<file path="src/rtl/gpio_pkg.sv">
// GPIO peripheral shared definitions: bus geometry and register word addresses.
// Optional feature macro used by the design: GPIO_DEBOUNCE_EN (input debounce filter).
package gpio_pkg;

  localparam int unsigned DATA_W = 32;
  localparam int unsigned ADDR_W = 3;

  typedef logic [ADDR_W-1:0] gpio_addr_t;

  localparam gpio_addr_t GPIO_ADDR_DATA_IN  = 3'd0;
  localparam gpio_addr_t GPIO_ADDR_DATA_OUT = 3'd1;
  localparam gpio_addr_t GPIO_ADDR_OUT_SET  = 3'd2;
  localparam gpio_addr_t GPIO_ADDR_OUT_CLR  = 3'd3;
  localparam gpio_addr_t GPIO_ADDR_EDGE_POL = 3'd4;
  localparam gpio_addr_t GPIO_ADDR_IRQ_MASK = 3'd5;
  localparam gpio_addr_t GPIO_ADDR_EDGE_CAP = 3'd6;

endpackage

</file>
<file path="src/rtl/gpio_debounce.sv">
// One GPIO input bit: 2-flop synchroniser, optional counter filter, edge pulses.
// Macro GPIO_DEBOUNCE_EN: when defined, the synchronised value must differ from the
// accepted value for DebounceCycles consecutive cycles before it is accepted; when
// undefined the synchroniser output is used directly.
// Ports:
//   clk_i      clock
//   rst_i      synchronous active-high reset
//   in_i       raw asynchronous input
//   filt_o     accepted (filtered) level
//   rise_o     filtered level rose since last cycle (combinational pulse)
//   fall_o     filtered level fell since last cycle (combinational pulse)
//   settled_o  filtered level agrees with the synchroniser (no window in flight)
module gpio_debounce
  import gpio_pkg::*;
#(
  parameter int unsigned DebounceCycles = 4
) (
  input  logic clk_i,
  input  logic rst_i,
  input  logic in_i,
  output logic filt_o,
  output logic rise_o,
  output logic fall_o,
  output logic settled_o
);

  logic sync1_q, sync2_q;
  logic prev_q;
  logic filt;

  always_ff @(posedge clk_i) begin
    if (rst_i) begin
      sync1_q <= 1'b0;
      sync2_q <= 1'b0;
      prev_q  <= 1'b0;
    end else begin
      sync1_q <= in_i;
      sync2_q <= sync1_q;
      prev_q  <= filt;
    end
  end

`ifdef GPIO_DEBOUNCE_EN
  localparam int unsigned CntW = $clog2(DebounceCycles + 1);

  logic            filt_q, filt_d;
  logic [CntW-1:0] cnt_q, cnt_d;

  // Counter only runs while the synchroniser disagrees; any agreement restarts the window.
  always_comb begin
    filt_d = filt_q;
    cnt_d  = '0;
    if (sync2_q != filt_q) begin
      if (cnt_q == CntW'(DebounceCycles - 1)) begin
        filt_d = sync2_q;
      end else begin
        cnt_d = cnt_q + 1'b1;
      end
    end
  end

  always_ff @(posedge clk_i) begin
    if (rst_i) begin
      filt_q <= 1'b0;
      cnt_q  <= '0;
    end else begin
      filt_q <= filt_d;
      cnt_q  <= cnt_d;
    end
  end

  assign filt      = filt_q;
  assign settled_o = (sync2_q == filt_q);
`else
  assign filt      = sync2_q;
  assign settled_o = 1'b1;
`endif

  assign filt_o = filt;
  assign rise_o = filt & ~prev_q;
  assign fall_o = ~filt & prev_q;

endmodule

</file>
<file path="src/rtl/gpio_ctrl.sv">
// Memory-mapped GPIO peripheral: output register with set/clear aliases, synchronised
// (optionally debounced) inputs, per-bit edge capture with selectable polarity, masked IRQ.
// Macro GPIO_DEBOUNCE_EN selects the debounce filter inside gpio_debounce.
// Ports:
//   clk_50mhz  clock
//   reset      synchronous active-high reset
//   address    register word address
//   write      write strobe        writedata  write data (low bits used)
//   read       read strobe         readdata   registered read data, holds between reads
//   i_in       raw asynchronous inputs
//   o_out      registered outputs
//   irq        registered level interrupt
module gpio_ctrl
  import gpio_pkg::*;
#(
  parameter int unsigned        NUM_OUT         = 8,
  parameter int unsigned        NUM_IN          = 4,
  parameter logic [NUM_OUT-1:0] OUT_RESET       = '0,
  parameter int unsigned        DEBOUNCE_CYCLES = 500000
) (
  input  logic               clk_50mhz,
  input  logic               reset,
  input  logic [ADDR_W-1:0]  address,
  input  logic               write,
  input  logic [DATA_W-1:0]  writedata,
  input  logic               read,
  output logic [DATA_W-1:0]  readdata,
  input  logic [NUM_IN-1:0]  i_in,
  output logic [NUM_OUT-1:0] o_out,
  output logic               irq
);

  logic [NUM_IN-1:0] filt, rise, fall, settled, edge_hit;

  for (genvar i = 0; i < NUM_IN; i++) begin : g_in
    gpio_debounce #(
      .DebounceCycles(DEBOUNCE_CYCLES)
    ) u_debounce (
      .clk_i    (clk_50mhz),
      .rst_i    (reset),
      .in_i     (i_in[i]),
      .filt_o   (filt[i]),
      .rise_o   (rise[i]),
      .fall_o   (fall[i]),
      .settled_o(settled[i])
    );
  end

  logic [NUM_OUT-1:0] out_q, out_d;
  logic [NUM_IN-1:0]  pol_q, pol_d;
  logic [NUM_IN-1:0]  mask_q, mask_d;
  logic [NUM_IN-1:0]  cap_q, cap_d;
  logic [DATA_W-1:0]  rdata_q, rdata_d;
  logic               irq_q, irq_d;
  logic               primed_q, primed_d;
  logic [1:0]         boot_q, boot_d;

  logic [NUM_OUT-1:0] wd_out;
  logic [NUM_IN-1:0]  wd_in;
  logic               unused_wd;

  assign wd_out    = writedata[NUM_OUT-1:0];
  assign wd_in     = writedata[NUM_IN-1:0];
  assign unused_wd = ^writedata;

  assign edge_hit = (pol_q & fall) | (~pol_q & rise);

  always_comb begin
    out_d  = out_q;
    pol_d  = pol_q;
    mask_d = mask_q;
    cap_d  = cap_q;
    if (write) begin
      case (address)
        GPIO_ADDR_DATA_OUT: out_d  = wd_out;
        GPIO_ADDR_OUT_SET:  out_d  = out_q | wd_out;
        GPIO_ADDR_OUT_CLR:  out_d  = out_q & ~wd_out;
        GPIO_ADDR_EDGE_POL: pol_d  = wd_in;
        GPIO_ADDR_IRQ_MASK: mask_d = wd_in;
        GPIO_ADDR_EDGE_CAP: cap_d  = cap_q & ~wd_in;
        default: ;
      endcase
    end
    // Applied after the W1C so a fresh edge wins over a clear in the same cycle.
    if (primed_q) begin
      cap_d = cap_d | edge_hit;
    end
  end

  always_comb begin
    rdata_d = rdata_q;
    if (read) begin
      rdata_d = '0;
      case (address)
        GPIO_ADDR_DATA_IN:  rdata_d[NUM_IN-1:0]  = filt;
        GPIO_ADDR_DATA_OUT: rdata_d[NUM_OUT-1:0] = out_q;
        GPIO_ADDR_EDGE_POL: rdata_d[NUM_IN-1:0]  = pol_q;
        GPIO_ADDR_IRQ_MASK: rdata_d[NUM_IN-1:0]  = mask_q;
        GPIO_ADDR_EDGE_CAP: rdata_d[NUM_IN-1:0]  = cap_q;
        default: ;
      endcase
    end
  end

  // boot_q[1] marks the synchronisers as holding real samples. Capture stays off until
  // every filter agrees with its synchroniser, so the power-up load of a high input is
  // not seen as an edge.
  always_comb begin
    irq_d    = |(cap_q & mask_q);
    boot_d   = {boot_q[0], 1'b1};
    primed_d = primed_q | (boot_q[1] & (&settled));
  end

  always_ff @(posedge clk_50mhz) begin
    if (reset) begin
      out_q    <= OUT_RESET;
      pol_q    <= '0;
      mask_q   <= '0;
      cap_q    <= '0;
      rdata_q  <= '0;
      irq_q    <= 1'b0;
      primed_q <= 1'b0;
      boot_q   <= '0;
    end else begin
      out_q    <= out_d;
      pol_q    <= pol_d;
      mask_q   <= mask_d;
      cap_q    <= cap_d;
      rdata_q  <= rdata_d;
      irq_q    <= irq_d;
      primed_q <= primed_d;
      boot_q   <= boot_d;
    end
  end

  assign o_out    = out_q;
  assign readdata = rdata_q;
  assign irq      = irq_q;

endmodule

</file>
<file path="config.mk">
export PLATFORM = sky130hd
export DESIGN_NAME = gpio_ctrl
export DESIGN_NICKNAME = d
export VERILOG_FILES = /design/src/rtl/gpio_pkg.sv /design/src/rtl/gpio_debounce.sv /design/src/rtl/gpio_ctrl.sv
export SDC_FILE = /design/constraint.sdc
export NUM_CORES = 1
export LEC_CHECK = 0
export CAP_MARGIN = 30
export CORE_ASPECT_RATIO = 1.5
export CORE_MARGIN = 3
export CORE_UTILIZATION = 39
export DETAILED_ROUTE_END_ITERATION = 8
export PLACE_DENSITY_LB_ADDON = 0.25
export RECOVER_POWER = 100
export SYNTH_ARGS = -nofsm -noshare
export SYNTH_HDL_FRONTEND = slang
export SYNTH_SLANG_ARGS = --single-unit
</file>
<file path="constraint.sdc">
create_clock -name clk_50mhz -period 1.1 [get_ports clk_50mhz]
set_input_delay 0.165 -clock clk_50mhz [delete_from_list [all_inputs] [get_ports clk_50mhz]]
set_output_delay 0.165 -clock clk_50mhz [all_outputs]
set_load 0.005 [all_outputs]
</file>
Yosys cells after proc, flatten, opt, wreduce, memory -nomap -nowiden
Index checks and enable logic that the tools add are counted.
Widths: inputs -> output; s select.
{"block": "op_classes", "eq_ne": 6, "mux": 7, "bitwise": 28, "n_reduce_logical": 6}
{"operator": "$pmux 8 s3", "count": 1}
{"operator": "$pmux 4 s5", "count": 1}
{"operator": "$and 4x4->4", "count": 4}
{"operator": "$mux 4", "count": 4}
{"operator": "$eq 3x3->1 const B", "count": 3}
{"operator": "$and 1x1->1", "count": 8}
{"operator": "$and 8x8->8", "count": 1}
{"operator": "$not 1->1", "count": 8}
{"operator": "$not 4->4", "count": 2}
{"operator": "$not 8->8", "count": 1}
{"operator": "$or 4x4->4", "count": 2}
{"operator": "$or 8x8->8", "count": 1}
{"operator": "$eq 3x2->1 const B", "count": 2}
{"operator": "$reduce_and 2->1", "count": 3}
{"operator": "$reduce_or 4->1", "count": 1}
{"operator": "$eq 3x1->1 const B", "count": 1}
{"operator": "$logic_not 3->1", "count": 1}
{"operator": "$reduce_bool 3->1", "count": 1}
{"operator": "$mux 1", "count": 1}
{"operator": "$or 1x1->1", "count": 1}
{"block": "word_totals", "reg_bits": 44, "out_inout_bits": 41}

Logic depth before layout (Yosys ltp)
Gate-level depths: netlist (run 1).
{"block": "depth", "word_depth": 6, "depth_mapped": 5}

Modules after synthesis
Synthesis (run 1) repeated with hierarchy kept, for this count alone.
{"block": "unflattened", "hier_cells": 238, "hier_area_um2": 2152.1}
{"mod": "gpio_ctrl", "n_inst": 1, "cells_each": 198, "area_per_inst_um2": 1741.7}
{"mod": "gpio_debounce", "n_inst": 4, "cells_each": 10, "area_per_inst_um2": 102.6}

Least setup slack after synthesis (run 1)
Ideal clock, no wire load.
{"block": "synth_path", "path_kind": "input to register", "from": "input port address[2]", "to": "register out_q[0] (netlist: o_out[0])", "setup_time_ps": 134, "arrival_time_ps": 948, "t_required_ps": 966, "setup_slack_ps": 19, "path_stages": 5, "path_buffers": 2, "cell_sequence": "buf_6 -> buf_6 -> nand4bb_2 -> o311ai_1 -> a21oi_1"}
{"block": "synth_via", "elab_chain_cells": 3}
{"element": "start, declared", "line_no": "gpio_ctrl.sv:23", "rtl": "input logic [ADDR_W-1:0] address,"}
{"element": "$eq 3x1->1 / $eq 3x2->1 (equally long branches)", "line_no": "gpio_ctrl.sv:74", "rtl": "case (address)"}
{"element": "$reduce_bool 3->1 (no line)"}
{"element": "$reduce_and 2->1 (no line)"}
{"element": "end signal, assigned", "line_no": "gpio_ctrl.sv:125", "rtl": "out_q <= out_d;"}
{"element": "end, declared", "line_no": "gpio_ctrl.sv:49", "rtl": "logic [NUM_OUT-1:0] out_q, out_d;"}
Parallel ways exist; a longest one is shown, timed or not.
A chain may end at the register's enable or synchronous reset.

Final worst setup path (run 1)
{"block": "layout_path", "from": "input port address[2]", "to": "register out_q[3] (netlist: o_out[3])"}
The elaborated chain is that of the path after synthesis.

==> impl_metrics.ini, run 1 <==
[run_status]
status = finished clean

[grt]
grt_first_pass_wirelength_um = 7341
track_usage_pct = 15.56
antenna_found_initial = 0
grt_max_degree = 22
gr-total-overflow = 0
top_usage_layer = met2
grt_pass1_vias = 1570
grt_use_met2_pct = 27.45
met3_usage_pct = 3.774
grtUsageMet1_pct = 16.87

[pwr]
p_seq_share_pct = 52.7
p_sw_share_pct = 25.62
power.density_cell_area_mw_per_mm2 = 1185
intPower_mw = 2.371
p_total_mw = 3.188
power_switching_mw = 0.8167
clkPwrFrac_pct = 33.8
peakVddDrop_uv = 796.6
p_leak_nw = 1.190
combPwrFrac_pct = 13.6

[yosys]
avgSynthCellArea_um2 = 9.306
synth_top_cell_by_area = dfxtp_1
synthesis.area_mm2 = 0.002084
synth.area.top_cells = dfxtp_1, buf_4, mux2i_1
yosysUniqueCellTypes = 32
ys_seq_area_share_pct = 42.26
ys_ff_latch = 44
synthCells = 224
synth_top_area_share_pct = 42.26
synth-warning-count = 0

[floorplanning]
row_count = 32
initial_core_util_pct = 40.36
io_pins = 84
die_y_um = 95.54
coreArea_mm2 = 0.005165
die_x_um = 65.69
fp.dieArea_mm2 = 0.006276

[detailed_routing]
num_vias = 1706
dr.pass1.iters = 4
wire_per_inst_um = 13.33
routed_wirelength_um = 4704
remaining_drc_errors = 0
dr.first_iter.drc_count = 42
via_per_inst = 4.833
ant_nets = 0

[clock_network]
numCtsBuffers = 5
clk_latency_ns = 0.31
htreeDepth = 2
hold_buffers = 0
root_buffer = clkbuf_8
cts_tree = built
path_clk_slew_ns = 0.08
clock_sinks = 44
clk_path_buf_depth = 2

[timing]
finalCritPeriodShare_pct = 99.53
setup_violations = 0
maxSlewViolCount = 0
skew_ns = 0.006783
fin_ws_ns = 0.005184
hold-worst-slack_ns = 0.4085
hold_violations = 0
fin_setup_tns_ns = 0
rsz0062_at_grt = true
fmax_ghz = 0.9134
period_needed_ns = 1.095

[layout]
final_cell_area_mm2 = 0.002691
nets = 327
drive_gt1_share_pct = 22.81
final_cell_mix = dfxtp_1, conb_1, buf_4
final_common_cell = dfxtp_1
n_antenna_cell = 0
syn_to_final_growth_pct = 29.11

[setup_path]
required_ns = 1.29
worst-path-max-fanout = 19
path_class = input pin to flop
cp.arrival_ns = 1.29
cp-start-kind = input pin
cp-end-kind = flop

[placement]
post_dp_cell_area_mm2 = 0.002572
pre_cts_ws_ns = -0.6486
port_buffers = 35
post-dp-hpwl_um = 3450
finalWeightedCongestion = 0.7944

[worst_hold_path]
hold_path.class = input pin to flop

[flow_run]
drv_cap = 0
## area by class of cell
| type | instances | area [µm²] |
|---|---|---|
| fill | 516 | 2474 |
| timing repair buffer | 67 | 554.3 |
| sequential | 44 | 900.9 |
| multi-input combinational | 156 | 1021 |
| tap | 68 | 85.08 |
| inverter | 10 | 37.54 |
| clock inverter | 2 | 10.01 |
| clock buffer | 6 | 82.58 |
## routing by layer
layer / vias to the layer above / share of wire (%)
li1: 856 / -
met2: 55 / 50
met4: 0 / 2.7
met1: 788 / 42
met5: - / 0
met3: 7 / 5.0
## repair_timing
item / CTS / global route
setup buffers: 4 / 1
setup endpoints to repair: 45 / 19
hold endpoints to repair: 0 / 0
pin swaps: 1 / 2
gates resized for setup: 41 / 14
## cell usage after synthesis (all sizes together)
| library cell | n |
|---|---|
| buf | 33 |
| nor4bb | 1 |
| a21boi | 4 |
| o311ai | 8 |
| nor3b | 5 |
| nand4bb | 1 |
| and3b | 4 |
| a21oi | 17 |
| a211o | 4 |
| dfxtp | 44 |
| nor2b | 16 |
| mux2 | 4 |
| nand4 | 8 |
| conb | 1 |
| a311oi | 4 |
| nor2 | 15 |
| nand4b | 2 |
| inv | 10 |
| nand2 | 6 |
| or2 | 1 |
| clkbuf | 4 |
| o21ai | 9 |
| nand2b | 5 |
| a22oi | 2 |
| nand3 | 4 |
| mux2i | 12 |
## stage by stage
step / instances / util, %
2_1_floorplan: 247 / -
3_3_place_gp: 340 / 49.81
3_5_place_dp: 340 / 49.81
4_1_cts: 352 / 52.40
5_1_grt: 353 / 52.11
6_report: 353 / 52.11
## logic make-up after synthesis
kind of cell / synth area share, %
compound gates: 16.33
buf+inv: 13.75
flops: 42.26
mux: 7.923
other cells: 0.1799
simple gates: 19.57
## path summary, 6_finish.rpt
kind	start	to	slack (ns)	depth (start not counted)
min reg2reg	boot_q[0]	boot_q[1]	0.44	1
max	address[2]	o_out[3]	0.005	5
max reg2reg	pol_q[2]	readdata[2]	0.06	3
min	i_in[1]	g_in[1].u_debounce.sync1_q	0.41	2
## critical path, stage by stage
cell and delay, ns:
dlygate4sd2_1 0.27, buf_12 0.16, nand2b_2 0.26, o311ai_1 0.32
a21oi_1 0.11
## registers in the layout (all words and copies together), names as in the netlist
register / count
cap_q: 4
g_in.u_debounce.prev_q: 4
o_out: 8
g_in.u_debounce.filt_o: 4
readdata: 8
pol_q: 4
boot_q: 2
g_in.u_debounce.sync1_q: 4
irq: 1
mask_q: 4
primed_q: 1
## power by group through the flow
| stage | combinational [mW] | sequential [mW] | clock [mW] |
|---|---|---|---|
| 2_1_floorplan | 0.278 | 1.71 | 0 |
| 3_3_place_gp | 0.432 | 1.72 | 0 |
| 3_5_place_dp | 0.435 | 1.72 | 0 |
| 4_1_cts | 0.434 | 1.68 | 1.08 |
| 5_1_grt | 0.475 | 1.69 | 1.15 |
| 6_report | 0.433 | 1.68 | 1.08 |
Power figures use the tool's default switching activity.
==> run 2, diff against run 1 <==
--- a/config.mk
+++ b/config.mk
@@ -10,6 +10,8 @@
 export CORE_MARGIN = 3
 export CORE_UTILIZATION = 39
 export DETAILED_ROUTE_END_ITERATION = 8
+export GPL_ROUTABILITY_DRIVEN = 1
+export MAX_ROUTING_LAYER = met4
 export PLACE_DENSITY_LB_ADDON = 0.25
 export RECOVER_POWER = 100
 export SYNTH_ARGS = -nofsm -noshare
==> run 2 against run 1 <==
Against the previous run: sequential power barely moved; maximum frequency barely moved; hold slack barely moved; critical path depth did not move; first-iteration DRC count rose by 7.1%; critical endpoint unchanged.
==> impl_metrics.ini, run 2 (synthesized netlist as in run 1, its figures left out) <==
[clock_network]
clock_sinks = 44
clk_path_buf_depth = 2
numCtsBuffers = 5
clk_latency_ns = 0.31
htreeDepth = 2
cts_tree = built
path_clk_slew_ns = 0.08
root_buffer = clkbuf_8
hold_buffers = 0

[layout]
fillerInstances = 516
syn_to_final_growth_pct = 29.11
final_cells = 353
seqCellArea_um2 = 900.9
nets = 327
final_cell_mix = dfxtp_1, conb_1, buf_4
utilization_pct = 52.11
n_antenna_cell = 0
drive_gt1_share_pct = 22.81
final_common_cell = dfxtp_1
multi_input_area_mm2 = 0.001021

[detailed_routing]
wire_per_inst_um = 13.31
ant_nets = 0
dr_wl_met2_um = 2364
routed.top_layer = met4
routed_wirelength_um = 4698
remaining_drc_errors = 0
wl_met3_um = 247
via_per_inst = 4.833
num_vias = 1706
dr.first_iter.drc_count = 45
wl_met1_um = 1959
dr.pass1.iters = 4

[pwr]
p_leak_nw = 1.190
power.density_cell_area_mw_per_mm2 = 1183
combPwrFrac_pct = 13.6
p_seq_share_pct = 52.7
p_sw_share_pct = 25.53
peakVddDrop_uv = 796.9
clkPwrFrac_pct = 33.7
power_switching_mw = 0.8129
intPower_mw = 2.371

[grt]
grt_first_pass_wirelength_um = 7327
antenna_found_initial = 0
grt_max_degree = 22
track_usage_pct = 15.99
grt_pass1_vias = 1573
gr-total-overflow = 0

[placement]
pre_cts_ws_ns = -0.6486
finalWeightedCongestion = 0.8057
placedCellCount = 340
post-dp-hpwl_um = 3450
port_buffers = 35

[floorplanning]
die_y_um = 95.54
initial_core_util_pct = 40.36
row_count = 32
fp.dieArea_mm2 = 0.006276
coreArea_mm2 = 0.005165
io_pins = 84
die_x_um = 65.69

[timing]
fin_setup_tns_ns = 0
finalCritPeriodShare_pct = 99.53
period_needed_ns = 1.095
hold_violations = 0
skew_ns = 0.008355
rsz0062_at_grt = true
setup_violations = 0
maxSlewViolCount = 0
fin_ws_ns = 0.005220
fmax_ghz = 0.9134

[setup_path]
reg2reg_slack_ns = 0.06
path_class = input pin to flop
cp.arrival_ns = 1.29
worst-path-max-fanout = 19
rr_endpoint = readdata[1]
required_ns = 1.29
rr_worst_depth = 3
r2r_start = pol_q[1]
cp-end-kind = flop
cp-start-kind = input pin

[worst_hold_path]
hold_end = g_in[1].u_debounce.sync1_q
hold_depth = 2
hp-start = i_in[1]
hold_path.class = input pin to flop

[flow_run]
drv_cap = 0

[run_status]
status = finished clean
run 2: cell counts in the layout (fill, tap and decap cells not counted):
Identical to the previous run, type by type.
run 2: worst max path at each step:
stage                     from          end  slack (ns)  depth (start not counted)
floorplan           address[2]     o_out[0]        0.02                          5
global route        address[2]     o_out[5]       -0.02                          5
global placement    address[2]     pol_q[0]       -0.65                          5
CTS                   pol_q[2]  readdata[2]       0.003                          3
detailed placement  address[2]     pol_q[1]       -0.65                          5
finish              address[2]     o_out[3]       0.005                          5
run 2: layout make-up:
cell class	count	area share (%)
multi-input cells	156	37.94
flip-flops and latches	44	33.47
repair buffers	67	20.60
well taps	68	3.161
clock buffers	6	3.068
inverters	10	1.395
clock inverters	2	0.3719
run 2: power by group through the flow:
stage,combinational [mW],clock (mW),sequential [mW]
6_report,0.432,1.07,1.68
5_1_grt,0.475,1.15,1.69
4_1_cts,0.434,1.08,1.68
3_5_place_dp,0.435,0,1.72
3_3_place_gp,0.432,0,1.72
2_1_floorplan,0.278,0,1.71
run 2: worst max-delay path, stage by stage:
cell and delay (ns):
dlygate4sd2_1 0.27, buf_12 0.16, nand2b_2 0.26, o311ai_1 0.32, a21oi_1 0.11
run 2: what timing repair did:
item / 4_1_cts / 5_1_grt
buffers inserted: 4 / 1
resized for setup: 41 / 14
hold endpoints to repair: 0 / 0
pin swaps: 1 / 2
setup endpoints to repair: 45 / 19
run 2: layer usage:
metal | up-vias | GRT usage, %
met1 | 788 | 16.80
met2 | 55 | 27.45
met5 | - | -
li1 | 856 | -
met3 | 7 | 3.892
met4 | 0 | 8.131
run 2: per-stage QoR:
step,hold slack (ns),area [µm²],power [mW]
after floorplan,0.2370,2171,1.987
after global placement,0.4153,2572,2.148
after detailed placement,0.4262,2572,2.151
after CTS,0.4062,2706,3.196
after global routing,0.4274,2691,3.312
final,0.4084,2691,3.184
